`src/rtl/clk_freq_monitor.sv`:
```
// clk_freq_monitor
// Measures the period of a divided clock (mon_clk) in clk_in cycles. mon_clk
// is sampled as asynchronous data. Each period is compared against
// EXP_PERIOD +/- TOL. The block reports lock, per-period errors and
// stuck-clock timeouts.
//
// Optional feature: define CLK_MON_DUTY_EN to measure the high time of each
// period and flag duty-cycle errors. Without the macro, high_time is tied to 0.
//
// Ports:
//   clk_in       in   system clock (100MHz)
//   rst_n        in   asynchronous active-low reset
//   enable       in   monitor enable; low forces IDLE
//   clr          in   synchronous clear of err_count and timeout_flag
//   mon_clk      in   monitored clock, asynchronous to clk_in
//   period       out  last measured period in clk_in cycles
//   period_valid out  one-cycle pulse when period updates
//   high_time    out  last measured high time (0 without CLK_MON_DUTY_EN)
//   locked       out  LOCK_CNT consecutive good measurements seen
//   err_pulse    out  one-cycle pulse per error event
//   err_count    out  saturating error count
//   timeout_flag out  sticky stuck-clock indication
//   dbg_state    out  FSM state (0 IDLE, 1 ACQUIRE, 2 TRACK)
module clk_freq_monitor #(
    parameter int EXP_PERIOD = 8,
    parameter int TOL        = 1,
    parameter int LOCK_CNT   = 4,
    parameter int TIMEOUT    = 64,
    parameter int CNT_W      = 8
) (
    input  logic             clk_in,
    input  logic             rst_n,
    input  logic             enable,
    input  logic             clr,
    input  logic             mon_clk,
    output logic [CNT_W-1:0] period,
    output logic             period_valid,
    output logic [CNT_W-1:0] high_time,
    output logic             locked,
    output logic             err_pulse,
    output logic [7:0]       err_count,
    output logic             timeout_flag,
    output logic [1:0]       dbg_state
);
    typedef enum logic [1:0] {
        IDLE    = 2'd0,
        ACQUIRE = 2'd1,
        TRACK   = 2'd2
    } state_t;

    // good_run counts 0 .. LOCK_CNT-1; reaching LOCK_CNT moves to TRACK.
    localparam int GR_W = (LOCK_CNT > 1) ? $clog2(LOCK_CNT) : 1;

    localparam logic [CNT_W-1:0] CNT_MAX   = {CNT_W{1'b1}};
    localparam logic [CNT_W-1:0] TIMEOUT_V = CNT_W'(TIMEOUT);
    localparam logic [CNT_W:0]   EXP_V     = (CNT_W+1)'(EXP_PERIOD);
    localparam logic [CNT_W:0]   TOL_V     = (CNT_W+1)'(TOL);
    localparam logic [GR_W-1:0]  RUN_LAST  = GR_W'(LOCK_CNT - 1);

    state_t           state_q, state_d;
    logic             s1_q, s2_q, s3_q;
    logic [CNT_W-1:0] cnt_q, cnt_d;
    logic [GR_W-1:0]  good_run_q, good_run_d;
    logic             first_seen_q, first_seen_d;
    logic [CNT_W-1:0] period_q, period_d;
    logic             period_valid_q, period_valid_d;
    logic             locked_q, locked_d;
    logic             err_pulse_q, err_pulse_d;
    logic [7:0]       err_count_q, err_count_d;
    logic             timeout_flag_q, timeout_flag_d;

    logic             rise;
    logic             err_evt;
    logic             is_timeout;
    logic             period_ok;
    logic             meas_ok;
    logic [CNT_W:0]   cnt_ext;
    logic [CNT_W:0]   period_diff;

    assign rise    = s2_q & ~s3_q;
    assign cnt_ext = {1'b0, cnt_q};

    // Unsigned absolute difference one bit wider than cnt, so nothing wraps.
    assign period_diff = (cnt_ext >= EXP_V) ? (cnt_ext - EXP_V) : (EXP_V - cnt_ext);
    assign period_ok   = (period_diff <= TOL_V);

`ifdef CLK_MON_DUTY_EN
    localparam logic [CNT_W:0] TOL2_V = (CNT_W+1)'(2 * TOL);

    logic [CNT_W-1:0] hc_q, hc_d;
    logic [CNT_W-1:0] high_time_q;
    logic [CNT_W:0]   hc2;
    logic [CNT_W:0]   duty_diff;

    assign hc2       = {hc_q, 1'b0};
    assign duty_diff = (hc2 >= cnt_ext) ? (hc2 - cnt_ext) : (cnt_ext - hc2);
    assign meas_ok   = period_ok & (duty_diff <= TOL2_V);
    assign high_time = high_time_q;

    // The rise cycle already has s2=1, so the new period starts at 1.
    always_comb begin
        hc_d = hc_q;
        if (!enable || state_q == IDLE) begin
            hc_d = '0;
        end else if (rise) begin
            hc_d = {{(CNT_W-1){1'b0}}, 1'b1};
        end else if (s2_q && hc_q != CNT_MAX) begin
            hc_d = hc_q + 1'b1;
        end
    end

    always_ff @(posedge clk_in or negedge rst_n) begin
        if (!rst_n) begin
            hc_q        <= '0;
            high_time_q <= '0;
        end else begin
            hc_q <= hc_d;
            if (enable && state_q != IDLE && rise && first_seen_q) begin
                high_time_q <= hc_q;
            end
        end
    end
`else
    assign meas_ok   = period_ok;
    assign high_time = '0;
`endif

    // Next-state logic. enable=0 overrides everything and parks in IDLE.
    always_comb begin
        state_d        = state_q;
        cnt_d          = cnt_q;
        good_run_d     = good_run_q;
        first_seen_d   = first_seen_q;
        period_d       = period_q;
        period_valid_d = 1'b0;
        locked_d       = locked_q;
        err_evt        = 1'b0;
        is_timeout     = 1'b0;

        if (!enable) begin
            state_d      = IDLE;
            cnt_d        = '0;
            good_run_d   = '0;
            first_seen_d = 1'b0;
            locked_d     = 1'b0;
        end else begin
            case (state_q)
                IDLE: begin
                    state_d      = ACQUIRE;
                    cnt_d        = '0;
                    good_run_d   = '0;
                    first_seen_d = 1'b0;
                    locked_d     = 1'b0;
                end
                default: begin
                    if (rise) begin
                        cnt_d = {{(CNT_W-1){1'b0}}, 1'b1};
                        if (!first_seen_q) begin
                            // The first edge only starts the period.
                            first_seen_d = 1'b1;
                        end else begin
                            period_d       = cnt_q;
                            period_valid_d = 1'b1;
                            if (meas_ok) begin
                                if (state_q == ACQUIRE) begin
                                    if (good_run_q == RUN_LAST) begin
                                        state_d    = TRACK;
                                        locked_d   = 1'b1;
                                        good_run_d = '0;
                                    end else begin
                                        good_run_d = good_run_q + 1'b1;
                                    end
                                end
                            end else begin
                                err_evt    = 1'b1;
                                good_run_d = '0;
                                locked_d   = 1'b0;
                                state_d    = ACQUIRE;
                            end
                        end
                    end else if (cnt_q == TIMEOUT_V) begin
                        err_evt      = 1'b1;
                        is_timeout   = 1'b1;
                        locked_d     = 1'b0;
                        state_d      = ACQUIRE;
                        first_seen_d = 1'b0;
                        good_run_d   = '0;
                        cnt_d        = '0;
                    end else if (cnt_q != CNT_MAX) begin
                        cnt_d = cnt_q + 1'b1;
                    end
                end
            endcase
        end
    end

    // Status: an error event takes precedence over clr in the same cycle.
    always_comb begin
        err_pulse_d    = err_evt;
        err_count_d    = err_count_q;
        timeout_flag_d = timeout_flag_q;
        if (err_evt) begin
            if (clr) begin
                err_count_d = 8'd1;
            end else if (err_count_q != 8'hFF) begin
                err_count_d = err_count_q + 8'd1;
            end
        end else if (clr) begin
            err_count_d = 8'd0;
        end
        if (is_timeout) begin
            timeout_flag_d = 1'b1;
        end else if (clr) begin
            timeout_flag_d = 1'b0;
        end
    end

    always_ff @(posedge clk_in or negedge rst_n) begin
        if (!rst_n) begin
            state_q        <= IDLE;
            s1_q           <= 1'b0;
            s2_q           <= 1'b0;
            s3_q           <= 1'b0;
            cnt_q          <= '0;
            good_run_q     <= '0;
            first_seen_q   <= 1'b0;
            period_q       <= '0;
            period_valid_q <= 1'b0;
            locked_q       <= 1'b0;
            err_pulse_q    <= 1'b0;
            err_count_q    <= 8'd0;
            timeout_flag_q <= 1'b0;
        end else begin
            state_q        <= state_d;
            s1_q           <= mon_clk;
            s2_q           <= s1_q;
            s3_q           <= s2_q;
            cnt_q          <= cnt_d;
            good_run_q     <= good_run_d;
            first_seen_q   <= first_seen_d;
            period_q       <= period_d;
            period_valid_q <= period_valid_d;
            locked_q       <= locked_d;
            err_pulse_q    <= err_pulse_d;
            err_count_q    <= err_count_d;
            timeout_flag_q <= timeout_flag_d;
        end
    end

    assign period       = period_q;
    assign period_valid = period_valid_q;
    assign locked       = locked_q;
    assign err_pulse    = err_pulse_q;
    assign err_count    = err_count_q;
    assign timeout_flag = timeout_flag_q;
    assign dbg_state    = state_q;

endmodule

```
`config.mk`:
```
export PLATFORM = sky130hd
export DESIGN_NAME = clk_freq_monitor
export DESIGN_NICKNAME = d
export VERILOG_FILES = /design/src/rtl/clk_freq_monitor.sv
export SDC_FILE = /design/constraint.sdc
export NUM_CORES = 1
export LEC_CHECK = 0
export ABC_AREA = 0
export CAP_MARGIN = 5
export CORE_UTILIZATION = 48
export CTS_CLUSTER_SIZE = 30
export DETAILED_ROUTE_END_ITERATION = 12
export GPL_ROUTABILITY_DRIVEN = 0
export PLACE_DENSITY = 0.77
export SYNTH_ARGS = -nofsm -noshare
export SYNTH_HDL_FRONTEND = slang
export SYNTH_SLANG_ARGS = --single-unit
```
`constraint.sdc`:
```
create_clock -name clk_in -period 2.2 [get_ports clk_in]
set_input_delay 0.44 -clock clk_in [delete_from_list [all_inputs] [get_ports clk_in]]
set_output_delay 0.44 -clock clk_in [all_outputs]
set_load 0.02 [all_outputs]
```
==> out/qor.yml <==
clock_network:
  holdBufCountCts: 0
  clock_latency_ns: 0.30
  numCtsBuffers: 5
  cts_tree: "yes"
  cts_buffer_depth: 2
  cts-root-buf: "clkbuf_8"
  htreeDepth: 2
  clk_pin_slew_ns: 0.07
  clock-sinks: 35
critical_path:
  path_class: "reg2reg"
  max_stage_delay_ns: 0.42
  worst_path_dominant_cell_family: "compound AO/OA/AOI/OAI gates"
  crit_arrival_ns: 2.54
  cp_max_fo: 7
  required_ns: 2.38
  cp_slowest_cell: "dfrtp_1"
  critPathCaptureType: "flop"
  start_kind: "flop"
  crit_buf_inv: 1
  cp_cell_sequence: "inv_2, ha_4, nor4b_4, xor2_1, a211o_1, o31ai_4, a21oi_1, mux2_1"
grt:
  grt_max_degree: 36
  antenna_found_initial: 0
  track_usage_pct: 22.3
  grt_first_pass_wirelength_um: 7450
  grt_overflow_total: 0
  grt_pass1_vias: 1644
timing:
  finalSetupViolCount: 10
  rsz0062_at_grt: "yes"
  slew_violations: 0
  fin_crit_sh_pct: 107
  hold_viol: 0
  fin_skew_ns: 0.00580
  whs_ns: 0.356
  final.setup.worst_slack_ns: -0.160
  fmax_mhz: 424
  period_needed_ns: 2.36
drt:
  routed-via-count: 1728
  drtAntennaViolNets: 0
  drt_iter0_markers: 73
  wirelength_um: 4900
  dr.pass1.iters: 4
  vias_per_cell: 5.37
  drc: 0
  routedWlPerCell_um: 15.2
floorplan:
  die_area_um2: 4560
  coreArea_um2: 4060
  io_pins: 35
  initial_core_util_pct: 50.8
  row_count: 23
  dieHeight_um: 67.5
  die_width_um: 67.5
power:
  peakVddDrop_mv: 0.405
  powerDensity_nw_per_um2: 466
  p_leak_nw: 1.26
  power_w: 0.00134
logic_synthesis:
  syn-cell-area_um2: 2060
  synth-seq-area-share_pct: 42.5
  synthArstFlopShare_pct: 100
  ys.flop_type: "dfrtp_1"
  synthCells: 208
  synth-seq-cells: 35
  yosysTopAreaCellShare_pct: 42.5
  yosysWarnings: 0
  synth.avg_cell_area_um2: 9.91
  synth_top_cell_by_area: "dfrtp_1"
  synth.area.top_cells: "dfrtp_1 43%, mux2_2 5.5%, ha_1 4.9%"
  ys_types: 51
  synth_edf_count: 0
hold_path:
  hp-class: "reg2reg"
cells_and_area:
  drive_gt1_share_pct: 33.5
  final_cell_mix: "35 x buf_4, 34 x dfrtp_1, 26 x clkdlybuf4s50_1, 17 x nor2_1, 16 x nand2_1"
  area_growth_syn_to_layout_pct: 39.8
  multiInputGateArea_um2: 1250
  layout.cells.non_filler: 322
  nets: 284
  diodes: 0
  final-seq-area_um2: 877
  final_common_cell: "buf_4"
  final.fill_count: 301
placed_design:
  dp_hpwl_um: 3330
  place_inst: 310
  dp_worst_setup_slack_ns: -0.170
  port-buffer-count: 26
status:
  outcome: "complete, but fails checks"
  violations: "setup timing"
flow_run:
  cap_violations: 0
==> cells by family (layout without fill, tap and decap cells) <==
family	Yosys count	after routing	synth area share, %
multiplexers	13	13	7.04
XOR/XNOR	8	8	3.40
buffers and inverters	25	82	7.23
other	1	8	0.182
adder cells (fa/ha/maj)	8	8	4.86
flip-flops	35	35	42.5
AO/OA/AOI/OAI	39	39	15.1
AND/OR/NAND/NOR	79	79	19.7
==> power by group <==
part	total [W]	switching, W	internal (W)
clock network	0.000494	0.000241	0.000253
registers	0.000661	0.00000797	0.000653
logic	0.000189	0.000104	0.0000852
total	0.00134	0.000353	0.000991
==> Yosys cell counts, types with 2 or more instances <==
master / number
ha_1: 8
and2_1: 4
inv_1: 10
or2_2: 2
nor2b_1: 6
o2bb2ai_1: 2
nand2_1: 18
mux2_2: 10
buf_6: 2
nor3_1: 5
xor2_1: 3
buf_2: 2
a21oi_1: 12
o21ai_0: 6
dfrtp_1: 35
xnor2_1: 5
mux2_1: 2
nand4_1: 4
or3_1: 2
buf_4: 10
nand3_1: 8
nand2b_1: 7
nor2_1: 17
==> final timing paths <==
check | start | endpoint | slack, ns | cells after the start
setup / recovery | cnt_q[0] | err_count[4] | -0.16 | 8
hold / removal | s1_q | s2_q | 0.36 | 0
setup reg to reg | cnt_q[0] | err_count[4] | -0.16 | 8
hold reg to reg | s1_q | s2_q | 0.36 | 0
max in group asynchronous | rst_n | cnt_q[3] | 1.30 | 2
min in group asynchronous | rst_n | period[4] | 0.56 | 2
==> area by class of cell <==
cell class,instances,share of cell area [%]
inverters,10,1.48
repair buffers,64,19.3
flip-flops and latches,35,30.5
clock buffers,7,3.00
well taps,50,2.17
multi-input cells,155,43.4
clock inverters,1,0.174
==> metal layers <==
metal / track usage [%] / wire, µm / vias to the layer above
li1: - / - / 843
met1: 26.4 / 2050 / 828
met2: 38.0 / 2540 / 44
met3: 5.57 / 192 / 13
met4: 9.84 / 118 / 0
met5: 0 / 0 / -
==> stage by stage <==
| stage | setup TNS, ns | cell area (µm²) | util [%] |
|---|---|---|---|
| final | -0.945 | 2880 | 71.0 |
| after detailed placement | -1.24 | 2590 | 63.9 |
| after global routing | -1.78 | 2880 | 71.0 |
| after CTS | -0.414 | 2740 | 67.5 |
| after global placement | -0.273 | 2590 | 63.9 |
| after floorplan | -0.0119 | 2120 | - |
==> what timing repair did <==
action / CTS / global route
gates cloned: 0 / 0
pin swaps: 6 / 9
gates resized for setup: 7 / 25
buffers inserted: 3 / 1
endpoints found under the setup margin: 12 / 14
==> state kept, by name, indices dropped and copies added, names as in the netlist <==
signal,count
cnt_q,8
err_count,8
period,8
dbg_state,2
good_run_q,2
err_pulse,1
first_seen_q,1
period_valid,1
s1_q,1
s2_q,1
s3_q,1
timeout_flag,1
Note: power is estimated with default switching activity, not from simulation.
